===== src/rtl/noc_tx_adapter_pkg.sv =====
// Shared NoC definitions for the injection adapter and its credit counter.
// Flit field widths match the ring router's local port.
package noc_tx_adapter_pkg;

  localparam int NOC_DEST_WIDTH        = 4;
  localparam int NOC_FLIT_WIDTH        = 256;
  localparam int NOC_FLIT_BUFFER_DEPTH = 2;

  typedef enum logic {
    TX_HEAD,
    TX_BODY
  } tx_state_t;

  // Counter must hold 0..depth inclusive.
  function automatic int credit_cnt_width(input int depth);
    return $clog2(depth + 1);
  endfunction

endpackage


===== src/rtl/noc_tx_adapter_if.sv =====
// Client-side valid/ready flit stream into the injection adapter.
// The master modport is the client; the slave modport is the adapter.
interface noc_tx_adapter_if #(
  parameter int DEST_WIDTH = 4,
  parameter int FLIT_WIDTH = 256
);

  logic [FLIT_WIDTH-1:0] tx_data;
  logic [DEST_WIDTH-1:0] tx_dest;
  logic                  tx_last;
  logic                  tx_valid;
  logic                  tx_ready;

  modport master (
    output tx_data,
    output tx_dest,
    output tx_last,
    output tx_valid,
    input  tx_ready
  );

  modport slave (
    input  tx_data,
    input  tx_dest,
    input  tx_last,
    input  tx_valid,
    output tx_ready
  );

endinterface


===== src/rtl/noc_tx_adapter_credit_counter.sv =====
// Up/down credit counter saturating at DEPTH, with a sticky overflow flag.
// Shared by the injection and ejection adapters.
module credit_counter
  import noc_tx_adapter_pkg::*;
#(
  parameter int DEPTH = NOC_FLIT_BUFFER_DEPTH,
  parameter int CW    = credit_cnt_width(DEPTH)
) (
  input  logic          clk,
  input  logic          rst_n,
  input  logic          dec_i,
  input  logic          inc_i,
  output logic [CW-1:0] cnt_o,
  output logic          ovf_err_o
);

  logic [CW-1:0] cnt_q, cnt_d;
  logic          err_q, err_d;

  // A return with the counter full is dropped and flagged; dec_i never fires at zero.
  always_comb begin
    cnt_d = cnt_q;
    err_d = err_q;
    case ({dec_i, inc_i})
      2'b10: cnt_d = cnt_q - CW'(1);
      2'b01: begin
        if (cnt_q == CW'(DEPTH)) err_d = 1'b1;
        else                     cnt_d = cnt_q + CW'(1);
      end
      default: ;
    endcase
  end

  always_ff @(posedge clk or negedge rst_n) begin
    if (!rst_n) begin
      cnt_q <= CW'(DEPTH);
      err_q <= 1'b0;
    end else begin
      cnt_q <= cnt_d;
      err_q <= err_d;
    end
  end

  assign cnt_o     = cnt_q;
  assign ovf_err_o = err_q;

endmodule


===== src/rtl/noc_tx_adapter.sv =====
// Injection stage in front of a ring router's local input port: converts a
// valid/ready client stream into credit-gated send pulses with a per-packet dest lock.
module noc_tx_adapter
  import noc_tx_adapter_pkg::*;
#(
  parameter int DEST_WIDTH        = NOC_DEST_WIDTH,
  parameter int FLIT_WIDTH        = NOC_FLIT_WIDTH,
  parameter int FLIT_BUFFER_DEPTH = NOC_FLIT_BUFFER_DEPTH
) (
  input  logic                  clk,
  input  logic                  rst_n,
  noc_tx_adapter_if.slave       tx,
  output logic [FLIT_WIDTH-1:0] data_out,
  output logic [DEST_WIDTH-1:0] dest_out,
  output logic                  is_tail_out,
  output logic                  send_out,
  input  logic                  credit_in,
  output logic                  pkt_active,
  output logic                  credit_err
);

  localparam int CW = credit_cnt_width(FLIT_BUFFER_DEPTH);

  logic [CW-1:0]         credits;
  logic                  accept;
  tx_state_t             state_q;
  logic [DEST_WIDTH-1:0] dest_lock_q;
  logic [FLIT_WIDTH-1:0] data_q;
  logic [DEST_WIDTH-1:0] dest_q;
  logic                  tail_q;
  logic                  send_q;

  // Ready looks only at the registered count; a credit returned now helps next cycle.
  assign tx.tx_ready = (credits != '0);
  assign accept      = tx.tx_valid & tx.tx_ready;

  credit_counter #(
    .DEPTH (FLIT_BUFFER_DEPTH),
    .CW    (CW)
  ) u_credit (
    .clk       (clk),
    .rst_n     (rst_n),
    .dec_i     (accept),
    .inc_i     (credit_in),
    .cnt_o     (credits),
    .ovf_err_o (credit_err)
  );

  always_ff @(posedge clk or negedge rst_n) begin
    if (!rst_n) begin
      state_q     <= TX_HEAD;
      dest_lock_q <= '0;
      data_q      <= '0;
      dest_q      <= '0;
      tail_q      <= 1'b0;
      send_q      <= 1'b0;
    end else begin
      send_q <= accept;
      if (accept) begin
        data_q <= tx.tx_data;
        tail_q <= tx.tx_last;
        case (state_q)
          TX_HEAD: begin
            dest_q      <= tx.tx_dest;
            dest_lock_q <= tx.tx_dest;
            state_q     <= tx.tx_last ? TX_HEAD : TX_BODY;
          end
          TX_BODY: begin
            // Body flits ignore tx_dest so the packet cannot be split across routes.
            dest_q <= dest_lock_q;
            if (tx.tx_last) state_q <= TX_HEAD;
          end
        endcase
      end
    end
  end

  assign data_out    = data_q;
  assign dest_out    = dest_q;
  assign is_tail_out = tail_q;
  assign send_out    = send_q;
  assign pkt_active  = (state_q == TX_BODY);

endmodule


===== src/flat_wrapper.sv =====
// flat-port wrapper written by rule: the top's interface ports become plain ports
module noc_tx_adapter_flat import noc_tx_adapter_pkg::*;
#(
  parameter int DEST_WIDTH        = NOC_DEST_WIDTH,
  parameter int FLIT_WIDTH        = NOC_FLIT_WIDTH,
  parameter int FLIT_BUFFER_DEPTH = NOC_FLIT_BUFFER_DEPTH
)
  (clk, rst_n, data_out, dest_out, is_tail_out, send_out, credit_in, pkt_active, credit_err, tx_tx_data, tx_tx_dest, tx_tx_last, tx_tx_valid, tx_tx_ready);
  noc_tx_adapter_if #(.DEST_WIDTH(DEST_WIDTH), .FLIT_WIDTH(FLIT_WIDTH)) tx_i ();
  input  logic clk;
  input  logic rst_n;
  output logic [FLIT_WIDTH-1:0] data_out;
  output logic [DEST_WIDTH-1:0] dest_out;
  output logic is_tail_out;
  output logic send_out;
  input  logic credit_in;
  output logic pkt_active;
  output logic credit_err;
  input wire logic [$bits(tx_i.tx_data)-1:0] tx_tx_data;
  input wire logic [$bits(tx_i.tx_dest)-1:0] tx_tx_dest;
  input wire logic [$bits(tx_i.tx_last)-1:0] tx_tx_last;
  input wire logic [$bits(tx_i.tx_valid)-1:0] tx_tx_valid;
  output wire logic [$bits(tx_i.tx_ready)-1:0] tx_tx_ready;
  assign tx_i.tx_data = tx_tx_data;
  assign tx_i.tx_dest = tx_tx_dest;
  assign tx_i.tx_last = tx_tx_last;
  assign tx_i.tx_valid = tx_tx_valid;
  assign tx_tx_ready = tx_i.tx_ready;
  noc_tx_adapter #(.DEST_WIDTH(DEST_WIDTH), .FLIT_WIDTH(FLIT_WIDTH), .FLIT_BUFFER_DEPTH(FLIT_BUFFER_DEPTH)) u_core (.clk(clk), .rst_n(rst_n), .tx(tx_i), .data_out(data_out), .dest_out(dest_out), .is_tail_out(is_tail_out), .send_out(send_out), .credit_in(credit_in), .pkt_active(pkt_active), .credit_err(credit_err));
endmodule

===== config.mk =====
export PLATFORM = sky130hd
export DESIGN_NAME = noc_tx_adapter_flat
export DESIGN_NICKNAME = d
export VERILOG_FILES = /design/src/rtl/noc_tx_adapter_pkg.sv /design/src/rtl/noc_tx_adapter_if.sv /design/src/rtl/noc_tx_adapter_credit_counter.sv /design/src/rtl/noc_tx_adapter.sv /design/src/flat_wrapper.sv
export SDC_FILE = /design/constraint.sdc
export NUM_CORES = 1
export LEC_CHECK = 0
export BUFFER_PORTS_ARGS = -buffer_cell sky130_fd_sc_hd__buf_2
export CELL_PAD_IN_SITES_DETAIL_PLACEMENT = 1
export CELL_PAD_IN_SITES_GLOBAL_PLACEMENT = 1
export CORE_AREA = 3 3 203 205
export DETAILED_ROUTE_END_ITERATION = 7
export DIE_AREA = 0 0 206 208
export PLACE_DENSITY_LB_ADDON = 0.1
export SETUP_SLACK_MARGIN = 0.15
export SLEW_MARGIN = 20
export SYNTH_ARGS = -nofsm -noshare
export SYNTH_HDL_FRONTEND = slang
export SYNTH_SLANG_ARGS = --single-unit

===== constraint.sdc =====
create_clock -name clk -period 3.1 [get_ports clk]
set_input_delay 0.155 -clock clk [delete_from_list [all_inputs] [get_ports clk]]
set_output_delay 0.155 -clock clk [all_outputs]
set_load 0.03 [all_outputs]

==> results.sh <==
export IMPL_status="finished clean"
export IMPL_clock_fmax_ghz=0.475
export IMPL_dp_hpwl_mm=28.9
export IMPL_critical_path_required_ns=3.56
export IMPL_cp_start_kind="flip-flop"
export IMPL_grt_max_degree=150
export IMPL_min_period_ns=2.10
export IMPL_slew_headroom=0.447
export IMPL_areaGrowthSynthToFinish_pct=66.7
export IMPL_worstHoldPathType="in2reg"
export IMPL_synth_distinct_cells=21
export IMPL_maxCapViolCount=0
export IMPL_synth_nets=1399
export IMPL_antenna_found_initial=5
export IMPL_critPathMaxFanout=149
export IMPL_root_buffer="clkbuf_16"
export IMPL_cpLargestDelayFamily="buffers and inverters"
export IMPL_num_vias=10400
export IMPL_setup_viol=0
export IMPL_grt_usage=0.194
export IMPL_drt_iter0_drc=414
export IMPL_end_kind="flip-flop"
export IMPL_clock_path_buffers=3
export IMPL_finalHoldViolations=0
export IMPL_tightest_slew_ns=0.830
export IMPL_wl_per_cell_um=17.2
export IMPL_crit_type="reg2reg"
export IMPL_min_to="u_core.u_credit.cnt_o[0]$_DFFE_PN0P_"
export IMPL_die_area_um2=42800
export IMPL_fin_setup_tns_ns=0
export IMPL_drive_gt1_frac=0.310
export IMPL_p_leak_uw=0.00956
export IMPL_async_flop_share=1.00
export IMPL_num_nets_final=2185
export IMPL_die_x_um=206
export IMPL_synth_seq_area_share=0.659
export IMPL_fin_crit_sh=0.679
export IMPL_synth_most_common_cell="nand2_1"
export IMPL_cts_resized_gates=0
export IMPL_cp_arrival_ns=2.57
export IMPL_r2r_end="u_core.data_out[85]$_DFFE_PN0P_"
export IMPL_synth_top_area_share=0.657
export IMPL_cp_common_cell="nand2_1"
export IMPL_synth_edff_count=0
export IMPL_ys_seq_elements=270
export IMPL_yosys_top_cells_count="nand2_1 (777), dfrtp_1 (269), buf_2 (31), buf_4 (11), buf_6 (10)"
export IMPL_finClkSkew_ns=0.0138
export IMPL_p_per_area_nw_per_um2=1090
export IMPL_cts_tree="done"
export IMPL_drc=0
export IMPL_grt_pass1_vias=11500
export IMPL_crit_chain="o21ai_4 > buf_12 > buf_4 > nand2_1 > nand2_1"
export IMPL_postRouteAntennaNets=0
export IMPL_r2r_start="u_core.u_credit.cnt_o[0]$_DFFE_PN0P_"
export IMPL_synth_area_um2=10300
export IMPL_drt_pass1_iter_count=4
export IMPL_rrSetupSlack_ns=1.0
export IMPL_numCtsBuffers=34
export IMPL_die_h_um=208
export IMPL_rsz0062_at_grt="false"
export IMPL_core_um2=39600
export IMPL_synth_area_leaders="dfrtp_1 (66%), nand2_1 (28%), buf_2 (1.5%)"
export IMPL_hold_buffers=263
export IMPL_h_tree_depth=2
export IMPL_place_gp_congestion=0.771
export IMPL_max_stage_delay_ns=0.51
export IMPL_ys_warn_count=0
export IMPL_initial_core_util=0.259
export IMPL_synth_avg_cell_area_um2=9.04
export IMPL_hold_start="tx_tx_valid"
export IMPL_grt_pass1_wl_mm=65.1
export IMPL_wirelength_mm=42.4
export IMPL_vias_per_cell=4.21
export IMPL_min_path_cells=3
export IMPL_clkTransAtPathRegs_ns=0.05
export IMPL_synthFlopType="dfrtp_1"
export IMPL_pre_cts_slack_ns=0.957
export IMPL_cts_setup_buffers=0
export IMPL_fin_ws_ns=0.997
export IMPL_max_vdd_ir_drop_mv=0.418
export IMPL_critPathBufInv=2
export IMPL_ios=530
export IMPL_cts_sinks=270
export IMPL_synth_top_cell_by_area="dfrtp_1"
export IMPL_cp_slowest_cell="buf_12"
export IMPL_grt_overflow_total=0
export IMPL_syn_inst=1134
export IMPL_clk_latency_ns=0.53
export IMPL_maxSlewViolCount=0
export IMPL_row_count=73
export IMPL_numPortBuffers=529
export IMPL_r2r_cells=5
-- placed cells by master, fill, tap and decap left out, drive strengths merged --
cell         Yosys  final
xor2             1      1
dfrtp          269    269
buf             52    545
a22oi            1      1
nand2b           1      1
clkinv           0      5
diode            0      4
o21ai            5      5
mux2i            5      5
clkbuf           6     49
nor2b            1      1
nand2          777    777
a31o             1      1
dlygate4sd3      0    263
mux2             4      4
inv              3      3
nor2             3      3
dfstp            1      1
a21oi            3      3
or2              1      1
-- where the power goes --
group	internal, µW	switching [µW]
Clock	2290	1500
Sequential	5230	906
Combinational	2340	6410
-- how the worst max path moves through the flow --
stage | end | cells past startpoint | from
floorplan | u_core.dest_lock_q[0]$_DFFE_PN0P_ | 3 | u_core.pkt_active$_DFFE_PN0P_
global placement | u_core.data_out[76]$_DFFE_PN0P_ | 5 | u_core.u_credit.cnt_o[0]$_DFFE_PN0P_
detailed placement | u_core.data_out[103]$_DFFE_PN0P_ | 5 | u_core.u_credit.cnt_o[0]$_DFFE_PN0P_
CTS | u_core.data_out[103]$_DFFE_PN0P_ | 5 | u_core.u_credit.cnt_o[0]$_DFFE_PN0P_
global route | u_core.data_out[85]$_DFFE_PN0P_ | 5 | u_core.u_credit.cnt_o[0]$_DFFE_PN0P_
finish | u_core.data_out[85]$_DFFE_PN0P_ | 5 | u_core.u_credit.cnt_o[0]$_DFFE_PN0P_
-- worst register-to-register path: cells and delay by family (launching register included) --
kind	cells	cell delay [ns]
compound gates	1	0.28
buf+inv	2	1.11
flops	1	0.45
simple gates	2	0.20
-- cell families (layout without fill, tap and decap cells) --
family	after synthesis	count (layout)	share of synthesized area
compound gates	10	10	0.00586
flops	270	270	0.659
buf+inv	61	865	0.0375
simple gates	783	783	0.287
mux	9	9	0.00927
xor+xnor	1	1	0.000854
other cells	0	4	0
-- metal layers --
metal,share of wire,vias to the layer above,global-route usage
met5,0.00021,-,0
met4,0.040,2,0.0838
met3,0.069,84,0.0534
met2,0.50,345,0.337
met1,0.39,4974,0.224
li1,-,4984,-
-- flip-flops by register name, summed over array words and instances, names as in the netlist --
name,cells
u_core.data_out,256
u_core.u_credit.cnt_o,2
u_core.send_out,1
u_core.pkt_active,1
u_core.u_credit.ovf_err_o,1
u_core.dest_out,4
u_core.dest_lock_q,4
u_core.is_tail_out,1
-- area by class of cell --
| type | count | area, µm² |
|---|---|---|
| Clock inverter | 5 | 25.0 |
| Fill cell | 4714 | 22600 |
| Sequential cell | 270 | 6760 |
| Timing Repair Buffer | 808 | 5470 |
| Clock buffer | 49 | 1030 |
| Multi-Input combinational cell | 803 | 3120 |
| Antenna cell | 4 | 10.0 |
| Tap cell | 525 | 657 |
| Inverter | 3 | 18.8 |
-- per-stage QoR --
stage,instance area (µm²),total power [µW],utilization,std cells,hold slack (ns)
detailed placement,13400,14800,0.338,2146,0.286
global placement,13400,14600,0.338,2146,0.300
floorplan,10300,11700,-,1134,-0.141
finish,17100,18700,0.431,2467,0.0637
CTS,17100,19000,0.431,2463,0.0159
global route,17100,19900,0.431,2467,0.0531
(Power assumes the default switching activity.)
